## src/rtl/aes_round_sequencer.sv

```systemverilog
// aes_round_sequencer: round controller for the iterative AES-128/192/256 encryption datapath
//   clk, rst_n          clock, asynchronous active-low reset
//   flush               synchronous abort back to IDLE
//   in_valid/in_ready   plaintext handshake, in_data captured into pt_q
//   mux_sel, mux_out    select to / result from the 3:1 state mux (00 idle, 01 init, 10 mid, 11 final)
//   state_q, round_idx  state register and round-key index for the datapath
//   busy                high while a block is in flight (LOAD/ROUND/FINAL)
//   out_valid/out_ready ciphertext handshake, out_data is state_q
module aes_round_sequencer #(
    parameter int NR = 10,
    parameter int DW = 128
) (
    input  logic          clk,
    input  logic          rst_n,
    input  logic          flush,
    input  logic          in_valid,
    output logic          in_ready,
    input  logic [DW-1:0] in_data,
    output logic [DW-1:0] pt_q,
    output logic [1:0]    mux_sel,
    input  logic [DW-1:0] mux_out,
    output logic [DW-1:0] state_q,
    output logic [3:0]    round_idx,
    output logic          busy,
    output logic          out_valid,
    input  logic          out_ready,
    output logic [DW-1:0] out_data
);
    typedef enum logic [2:0] {IDLE, LOAD, ROUND, FINAL, DONE} state_t;
    localparam logic [3:0] LAST_MID = 4'(NR - 1);
    generate
        if (NR != 10 && NR != 12 && NR != 14) begin : g_bad_nr
            $error("aes_round_sequencer: NR must be 10, 12 or 14");
        end
    endgenerate
    state_t state, state_n;
    always_comb begin
        state_n = state;
        case (state)
            IDLE:    state_n = in_valid ? LOAD : IDLE;
            LOAD:    state_n = ROUND;
            ROUND:   state_n = (round_idx == LAST_MID) ? FINAL : ROUND;
            FINAL:   state_n = DONE;
            DONE:    state_n = out_ready ? IDLE : DONE;
            default: state_n = IDLE;
        endcase
        if (flush)
            state_n = IDLE;
    end
    // Datapath registers share the FSM's reset; flush freezes pt_q/state_q and clears the index.
    always_ff @(posedge clk or negedge rst_n) begin
        if (!rst_n) begin
            state     <= IDLE;
            pt_q      <= '0;
            state_q   <= '0;
            round_idx <= '0;
        end else begin
            state <= state_n;
            if (flush) begin
                round_idx <= '0;
            end else begin
                if (state == IDLE && in_valid) begin
                    pt_q      <= in_data;
                    round_idx <= '0;
                end
                if (busy)
                    state_q <= mux_out;
                if (state == LOAD || state == ROUND)
                    round_idx <= round_idx + 4'd1;
            end
        end
    end
    // Select is a pure decode of the state register, so it never depends on mux_out.
    assign mux_sel   = state == LOAD ? 2'b01 : state == ROUND ? 2'b10 : state == FINAL ? 2'b11 : 2'b00;
    assign busy      = state == LOAD || state == ROUND || state == FINAL;
    assign in_ready  = state == IDLE;
    assign out_valid = state == DONE;
    assign out_data  = state_q;
endmodule

```

## config.mk

```make
export PLATFORM = sky130hd
export DESIGN_NAME = aes_round_sequencer
export DESIGN_NICKNAME = d
export VERILOG_FILES = /design/src/rtl/aes_round_sequencer.sv
export SDC_FILE = /design/constraint.sdc
export NUM_CORES = 1
export LEC_CHECK = 0
export ABC_AREA = 1
export CAP_MARGIN = 20
export CORE_AREA = 3 3 255 257
export CTS_BUF_LIST = sky130_fd_sc_hd__clkbuf_16
export DETAILED_ROUTE_END_ITERATION = 12
export DIE_AREA = 0 0 258 260
export DONT_BUFFER_PORTS = 1
export GPL_TIMING_DRIVEN = 0
export SLEW_MARGIN = 30
export SYNTH_ARGS = -nofsm -noshare
export SYNTH_HDL_FRONTEND = slang
export SYNTH_SLANG_ARGS = --single-unit
export TNS_END_PERCENT = 10
```

## constraint.sdc

```tcl
create_clock -name clk -period 2.59 [get_ports clk]
set_clock_uncertainty 0.2 [all_clocks]
set_input_delay 0.777 -clock clk [delete_from_list [all_inputs] [get_ports clk]]
set_output_delay 0.777 -clock clk [all_outputs]
set_load 0.05 [all_outputs]
```

# == Yosys cells after proc, flatten, opt, wreduce, memory -nomap -nowiden ==
# Index checks and enable logic that the tools add are counted.
# Widths: inputs -> output; s select.
# op_classes
n_bitwise,1
addsub,1
multipliers,0
n_lt_le_gt_ge,0
n_shift,0
n_div,0
muxes,11
n_eq_ne,5
reduce_logical,7
# op_table
operator,count
$pmux 3 s5,1
$mux 4,3
$eq 3x2->1 const B,2
$mux 2,3
$mux 3,2
$add 4x1->4 const B,1
$eq 4x4->1 const B,1
$reduce_and 2->1,2
$eq 3x1->1 const B,1
$eq 3x3->1 const B,1
$logic_not 3->1,1
$reduce_bool 3->1,1
$logic_or 1x1->1,2
$mux 1,2
$logic_and 1x1->1,1
$not 1->1,1
# word_totals
out_inout_bits,393
mem_count,0
latchBits,0
ff_bits,263
in_bits,261
ram_bits,0
word_cells,29
romBits,0

# == Depth between registers and ports, before layout ==
# Gate-level depths: netlist of run 1.
# depth
word_depth,5
depth_mapped,7
ltp_nobuf,6

# == Worst setup path before layout of run 1 ==
# Ideal clock, no wire load.
# synth_timing
path_kind,register to output
from,register state[0]
to,output mux_sel[1]
setup_slack_ps,-56
t_arrival_ps,1669
required_ps,1613
stages_incl_launch_ff,4
path_buffers,0
cell_sequence,dfrtp_1 > inv_1 > nor2_1 > o21a_1
# synth_between
elab_chain_cells,4
elab_cells_between_ends,6
cone_classes,eq/ne: 3; mux: 3
# synth_rtl
item,line_no,text
from (decl),36,"state_t state, state_n;"
from (signal assigned),58,state <= state_n;
$eq 3x2->1,74,assign mux_sel = state == LOAD ? 2'b01 : state == ROUND ? 2'b10 : state == FINAL ? 2'b11 : 2'b00;
$mux 2 (2 in a row),74,
$mux 2 (*),74,
to (decl),20,"output logic [1:0] mux_sel,"
# Mark *: on every way between the ends. The rest lies on a longest branch, timed or not.

# == Worst setup path in the final report of run 1 ==
# layout_timing
from,register state[2]
to,output mux_sel[1]
# Same word-level chain as after synthesis.

==> results of run 1 <==
## timing repair
item | CTS | global route
endpoints found under the hold margin | 263 | 263
setup buffers | 1 | 1
pin swaps | 3 | 3
setup endpoints to repair | 48 | 11
resized for setup | 59 | 8
## logic make-up after synthesis
group,share of synthesized area
simple gates,0.239
flops,0.575
buf+inv,0.126
compound gates,0.0575
fa+ha+maj,0.00219
xor+xnor,0.000765
## worst max-delay path, delay by kind of cell (launching register included)
kind | cells | cell delay (ps)
AO/OA/AOI/OAI | 1 | 290
flip-flops | 1 | 450
AND/OR/NAND/NOR | 1 | 370
## metrics by stage
stage | setup TNS, ps | util | setup WS, ps | std cells | hold WS (ps)
6_report | -68.7 | 0.216 | -68.7 | 2199 | -291
5_1_grt | -308 | 0.216 | -131 | 2198 | -330
4_1_cts | -331 | 0.215 | -186 | 2194 | -333
3_5_place_dp | -162 | 0.199 | -37.2 | 2137 | 288
3_3_place_gp | -24.6 | 0.199 | -24.6 | 2137 | 288
2_1_floorplan | 0 | - | 201 | 1291 | 281
## flip-flops by register name, indices dropped and copies added, names as in the netlist
name / cells
pt_q: 128
out_data: 128
state: 3
round_idx: 4
## worst max-delay path by stage
stage,slack [ps],cells after the start,start,to
finish,-70,2,state[2],mux_sel[1]
global route,-130,2,state[2],mux_sel[1]
detailed placement,-40,3,state[1],busy
CTS,-190,3,state[0],mux_sel[1]
floorplan,200,3,state[0],mux_sel[1]
global placement,-20,3,state[1],busy
## cells in the final DEF (no fill, tap or decap), drive strengths merged
| master | count |
|---|---|
| nand2 | 527 |
| dfrtp | 263 |
| buf | 183 |
| nand3 | 131 |
| o21ai | 128 |
| clkbuf | 62 |
| inv | 16 |
| clkinv | 16 |
| nor2 | 9 |
| nand4 | 6 |
| diode | 4 |
| a21oi | 2 |
| ha | 2 |
| o21a | 1 |
| xor2 | 1 |
| bufinv | 1 |
| clkinvlp | 1 |
## layout make-up
type                       count  area [um^2]
buffer                       212         1430
clock buffer                  31          776
tap                          846         1060
clock inverter                25          161
timing repair buffer           2         15.0
inverter                       9         33.8
antenna                        4         10.0
multi-input combinational    807         3460
fill                        6908        49400
sequential                   263         6650
## per-layer routing
metal	vias to the layer above	GRT usage	part of all wire
met5	-	0	0
met2	541	0.243	0.52
met4	0	0.0639	0.046
met1	4491	0.138	0.35
li1	4068	-	-
met3	77	0.0389	0.086
## power by group
group / leakage (nW) / total (mW) / switching [mW] / internal (mW)
logic: 3.05 / 4.42 / 3.28 / 1.14
clock network: 0.482 / 4.05 / 1.78 / 2.27
registers: 3.21 / 9.57 / 4.53 / 5.04
==> reports/results.tsv, run 1 <==
stage	metric	value	unit
worst_setup_path	kind of critical path	flip-flop to output pin	
worst_setup_path	worst path required time	1610	ps
logic_synthesis	synthesized flop and latch total	263	
worst_hold_path	hold crit path type	input pin to async pin	
worst_setup_path	Crit-path slowest cell	dfrtp_2	
routing	DRT antenna net count	0	
logic_synthesis	Synth Cell Area	11400	um^2
placed_design	Placer Congestion	0.936	
floorplanning	core area	63000	um^2
logic_synthesis	post-synthesis sequential area ratio	0.575	
logic_synthesis	Async S/R FF share, synth	1.00	
worst_setup_path	cell-by-cell trace of the critical path	nor2_4 > o21a_4	
logic_synthesis	top_reg_cell synth	dfrtp_1	
cts	number of H-tree levels	1	
floorplanning	# IOs	654	
cts	TritonCTS clock tree	built	
layout	Final Cell Area	13600	um^2
status	failing checks	hold timing, setup timing	
placed_design	Port Buffers	0	
logic_synthesis	most common cell in the netlist	nand2_1	
cts	CTS Buf Count	30	
cts	worst skew pair latency	570	ps
layout	Final #Nets	1588	
floorplanning	Die Area	67100	um^2
sta	min Tclk post-route	2660	ps
logic_synthesis	post-synthesis cell count	1291	
cts	Clock Sinks	263	
pwr	Tot Pwr	18.0	mW
sta	relative slew slack	0.466	
sta	final worst slack	-68.7	ps
floorplanning	Die Span Y	260	um
grt	grt ovf	0	
worst_setup_path	slowest stage delay, CP	450	ps
sta	Slew @ Worst Pin	802	ps
floorplanning	chip width	258	um
sta	f_max	376	MHz
pwr	Leakage	6.74	nW
routing	drt total wl	47.4	mm
floorplanning	FP Rows	92	
sta	hold slack final	-291	ps
sta	Slew Limit Fails	0	
job	max-cap violation count	0	
grt	first-pass GRT wire length	65.9	mm
placed_design	DP Area	12500	um^2
cts	Root Buffer	clkbuf_16	
logic_synthesis	Synth area leader	dfrtp_1	
status	status	finished, violations left	
routing	Residual DRC	0	
routing	DR iter-0 viols	662	
grt	gr usage total	0.132	
logic_synthesis	Synthesized Nets	1554	
grt	vias in the first global route	9459	
cts	clock buffer depth	3	
pwr	Power Dens Cells	1330	nW/um^2
routing	Via-to-Cell Ratio	4.17	
layout	share of layout cells above drive strength 1	0.219	
logic_synthesis	number of flops mapped to enable cells by yosys	0	
pwr	peak supply drop	449	uV
worst_setup_path	startpoint types	flip-flop	
worst_setup_path	Reg2Reg Depth	6	
logic_synthesis	Post-Syn Area per Cell	8.87	um^2
placed_design	Detail Placement HPWL	37.9	mm
worst_setup_path	R2R Path Start	state[2]	
sta	Fin. Hold Viols	263	
worst_setup_path	worst-path maximum fanout	4	
logic_synthesis	Commonest cells post-synth	527 x nand2_1, 263 x dfrtp_1, 154 x buf_4	
logic_synthesis	synth unique cells	18	
sta	Final Cycle Share	1.03	
routing	via count	9177	
sta	final setup violation count	1	
logic_synthesis	Synth top area share	0.575	
worst_setup_path	Crit. End Element	output pin	
layout	layout overhead on the synthesized area	18.8	%
worst_setup_path	r2r setup slk	370	ps
floorplanning	initial core utilization	0.182	
logic_synthesis	ranking of synthesized cells by area	dfrtp_1 58%, nand2_1 17%, buf_4 10%	
grt	initial antenna violation count	4	
sta	unrepaired setup endpoints after global routing	yes	
logic_synthesis	Syn. warnings	0	
worst_setup_path	crit path DAT	1680	ps
routing	Pre-Repair DR Iteration Count	5	
cts	Worst-path clk slew	60	ps
worst_setup_path	reg2reg end	round_idx[3]	
grt	largest net degree at the start of global routing	264	
routing	WL/cell	21.5	um
Power figures use the tool's default switching activity.
==> inputs of run 2 (changes only) <==
- ABC_AREA: 1 -> 0
- CORE_AREA: 3 3 255 257 -> 3 3 252 254
- CTS_CLUSTER_SIZE: unset -> 40
- DIE_AREA: 0 0 258 260 -> 0 0 255 257
- clock period: 2.59 -> 2.35 ns (I/O delays scaled with it)
==> reports/results.tsv, run 2 <==
stage	metric	value	unit	change
logic_synthesis	Syn. warnings	0		unchanged
worst_setup_path	r2r setup slk	230	ps	was 370 ps
logic_synthesis	Synth area leader	dfrtp_1		unchanged
grt	first-pass GRT wire length	46.3	mm	was 65.9 mm
pwr	Comb pwr share	0.292		was 0.245
layout	Post-Layout Cell Count	1557		was 2199
pwr	switching pwr	12.0	mW	was 9.58 mW
layout	most frequent cells in the layout	240 x mux2_4, 133 x dfrtp_2, 130 x dfrtp_1		was 526 x nand2_1, 210 x dfrtp_1, 156 x buf_4
cts	Root Buffer	clkbuf_16		unchanged
grt	grt ovf	0		unchanged
layout	Final Core Density	0.229		was 0.216
routing	DR iter-0 viols	328		was 662
layout	most common cell after layout, fill and taps aside	mux2_4		was nand2_1
routing	WL/cell	21.3	um	was 21.5 um
pwr	internal power	11.1	mW	was 8.45 mW
worst_setup_path	crit path DAT	1650	ps	was 1680 ps
placed_design	DP Area	12900	um^2	was 12500 um^2
grt	initial antenna violation count	2		was 4
worst_setup_path	Largest delay share family, worst path	simple AND/OR/NAND/NOR gates		was flip-flops
grt	gr usage total	0.0937		was 0.132
layout	Filler Cell Count	6436		was 6908
routing	Via-to-Cell Ratio	3.67		was 4.17
logic_synthesis	Post-Syn Area per Cell	16.8	um^2	was 8.87 um^2
worst_setup_path	cell-by-cell trace of the critical path	buf_6 > nor3_4		was nor2_4 > o21a_4
sta	Slew Limit Fails	0		unchanged
sta	min Tclk post-route	2560	ps	
sta	f_max	391	MHz	
sta	final worst slack	-208	ps	was -68.7 ps
worst_setup_path	Reg2Reg Depth	8		was 6
layout	Final Cell Area	14100	um^2	was 13600 um^2
sta	Slew @ Worst Pin	695	ps	was 802 ps
layout	share of layout cells above drive strength 1	0.782		was 0.219
cts	number of H-tree levels	1		unchanged
pwr	Power Dens Cells	1640	nW/um^2	was 1330 nW/um^2
logic_synthesis	top_reg_cell synth	dfrtp_1		unchanged
logic_synthesis	Synthesized Nets	973		was 1554
logic_synthesis	Synth Cell Area	11900	um^2	was 11400 um^2
pwr	peak supply drop	706	uV	was 449 uV
floorplanning	FP Rows	91		was 92
placed_design	Port Buffers	0		unchanged
logic_synthesis	synth unique cells	27		was 18
routing	Pre-Repair DR Iteration Count	4		was 5
worst_setup_path	worst path required time	1440	ps	was 1610 ps
worst_setup_path	Crit. End Element	output pin		unchanged
grt	largest net degree at the start of global routing	264		unchanged
logic_synthesis	Synth top area share	0.552		was 0.575
worst_setup_path	worst path bufs/invs	1		was 0
pwr	register share of total power	0.531		was 0.530
cts	CTS hold repair buffers	1		
cts	Worst-path clk slew	60	ps	about the same
logic_synthesis	post-synthesis cell count	710		was 1291
worst_setup_path	worst-path maximum fanout	4		unchanged
worst_setup_path	Crit-path slowest cell	nor3_4		was dfrtp_2
routing	drt total wl	33.1	mm	was 47.4 mm
sta	final setup violation count	4		was 1
logic_synthesis	Commonest cells post-synth	263 x dfrtp_1, 240 x mux2_4, 130 x buf_4		was 527 x nand2_1, 263 x dfrtp_1, 154 x buf_4
sta	hold slack final	-345	ps	was -291 ps
logic_synthesis	most common cell in the netlist	dfrtp_1		was nand2_1
pwr	Leakage	6.65	nW	was 6.74 nW
worst_setup_path	kind of critical path	flip-flop to output pin		unchanged
floorplanning	Die Area	65500	um^2	was 67100 um^2
layout	Final #Nets	1012		was 1588
grt	vias in the first global route	6411		was 9459
sta	relative slew slack	0.535		was 0.466
sta	unrepaired setup endpoints after global routing	yes		unchanged
worst_setup_path	startpoint types	flip-flop		unchanged
floorplanning	Die Span Y	257	um	was 260 um
status	failing checks	hold timing, setup timing		unchanged
placed_design	Placer Congestion	0.777		was 0.936
cts	TritonCTS clock tree	built		unchanged
status	status	finished, violations left		unchanged
worst_setup_path	critical path launch point	state[0]		was state[2]
placed_design	Post-Place Cells	1500		was 2137
routing	DRT antenna net count	0		unchanged
logic_synthesis	number of flops mapped to enable cells by yosys	0		unchanged
cts	Clock Sinks	263		unchanged
logic_synthesis	synthesized flop and latch total	263		unchanged
routing	via count	5715		was 9177
pwr	clock network power share	0.177		was 0.225
worst_setup_path	slowest stage delay, CP	600	ps	was 450 ps
floorplanning	initial core utilization	0.194		was 0.182
floorplanning	chip width	255	um	was 258 um
layout	layout overhead on the synthesized area	17.9	%	was 18.8%
cts	CTS Buf Count	29		was 30
cts	worst skew pair latency	560	ps	was 570 ps
worst_setup_path	R2R Path Start	state[2]		unchanged
floorplanning	# IOs	654		unchanged
cts	clock buffer depth	3		unchanged
worst_hold_path	hold crit path type	input pin to async pin		unchanged
routing	Residual DRC	0		unchanged
pwr	switching share of total power	0.518		was 0.531
placed_design	Detail Placement HPWL	25.0	mm	was 37.9 mm
worst_setup_path	reg2reg end	out_data[31]		was round_idx[3]
sta	Fin. Hold Viols	263		unchanged
sta	Final Cycle Share	1.09		
logic_synthesis	ranking of synthesized cells by area	dfrtp_1 55%, mux2_4 30%, buf_4 8.2%		was dfrtp_1 58%, nand2_1 17%, buf_4 10%
job	max-cap violation count	0		unchanged
logic_synthesis	Async S/R FF share, synth	1.00		unchanged
floorplanning	core area	61500	um^2	was 63000 um^2
logic_synthesis	post-synthesis sequential area ratio	0.552		was 0.575
## run 2: cell types whose count changed after synthesis, sizes merged, moves of 3 or more
cell,before,now
nand2,527,1
mux2,0,257
nand3,131,2
o21ai,128,1
clkbuf,31,0
buf,181,159
inv,9,2
nand4,6,0
nor2,9,3
nor2b,0,3
## run 2: power by group through the flow
| stage | registers (mW) | clock network (mW) | logic [mW] |
|---|---|---|---|
| 6_report | 12.3 | 4.09 | 6.74 |
| 5_1_grt | 12.5 | 4.44 | 7.00 |
| 4_1_cts | 12.3 | 4.25 | 6.77 |
| 3_5_place_dp | 12.1 | 0 | 6.74 |
| 3_3_place_gp | 12.2 | 0 | 6.67 |
| 2_1_floorplan | 11.5 | 0 | 6.32 |
## run 2: final cells by class
type / count / area (um^2) / area share
repair buffers: 8 / 82.6 / 0.00588
diodes: 1 / 2.50 / 0.000178
flip-flops and latches: 263 / 6750 / 0.480
clock buffers: 29 / 726 / 0.0516
clock inverters: 19 / 103 / 0.00730
plain buffers: 159 / 1330 / 0.0945
multi-input cells: 286 / 4070 / 0.290
inverters: 2 / 7.51 / 0.000534
well taps: 790 / 988 / 0.0703
## run 2: what timing repair did
action                     in CTS  in global routing
setup buffers                   7                  0
pin swaps                       3                  0
hold endpoints to repair      265                263
gates resized for setup       143                  5
setup endpoints to repair     136                  9
## run 2: logic make-up after synthesis
kind of cell | Yosys count | synth area share
AO/OA/AOI/OAI | 8 | 0.00504
XOR/XNOR | 2 | 0.00147
adder cells (fa/ha/maj) | 2 | 0.00210
buffers and inverters | 161 | 0.110
flip-flops | 263 | 0.552
multiplexers | 257 | 0.318
AND/OR/NAND/NOR | 17 | 0.0113
## run 2: worst max path at each step
stage	to	slack, ps	depth (start not counted)
floorplan	mux_sel[0]	210	2
global placement	mux_sel[1]	-150	2
detailed placement	busy	120	3
CTS	in_ready	-310	2
global route	in_ready	-340	2
finish	in_ready	-210	2
## run 2: per-layer routing
metal	track usage	routed length [um]	up-vias
li1	-	-	2371
met3	0.0387	3660	42
met4	0.0268	667	2
met2	0.168	17000	364
met5	0	7	-
met1	0.101	11800	2936
## run 2: through the flow
stage,power (mW),hold slack (ps),TNS (ps),worst slack [ps]
2_1_floorplan,17.8,209,0,206
3_3_place_gp,18.8,216,-223,-154
3_5_place_dp,18.9,218,0,120
4_1_cts,23.3,-397,-916,-308
5_1_grt,23.9,-382,-1040,-337
6_report,23.1,-345,-512,-208
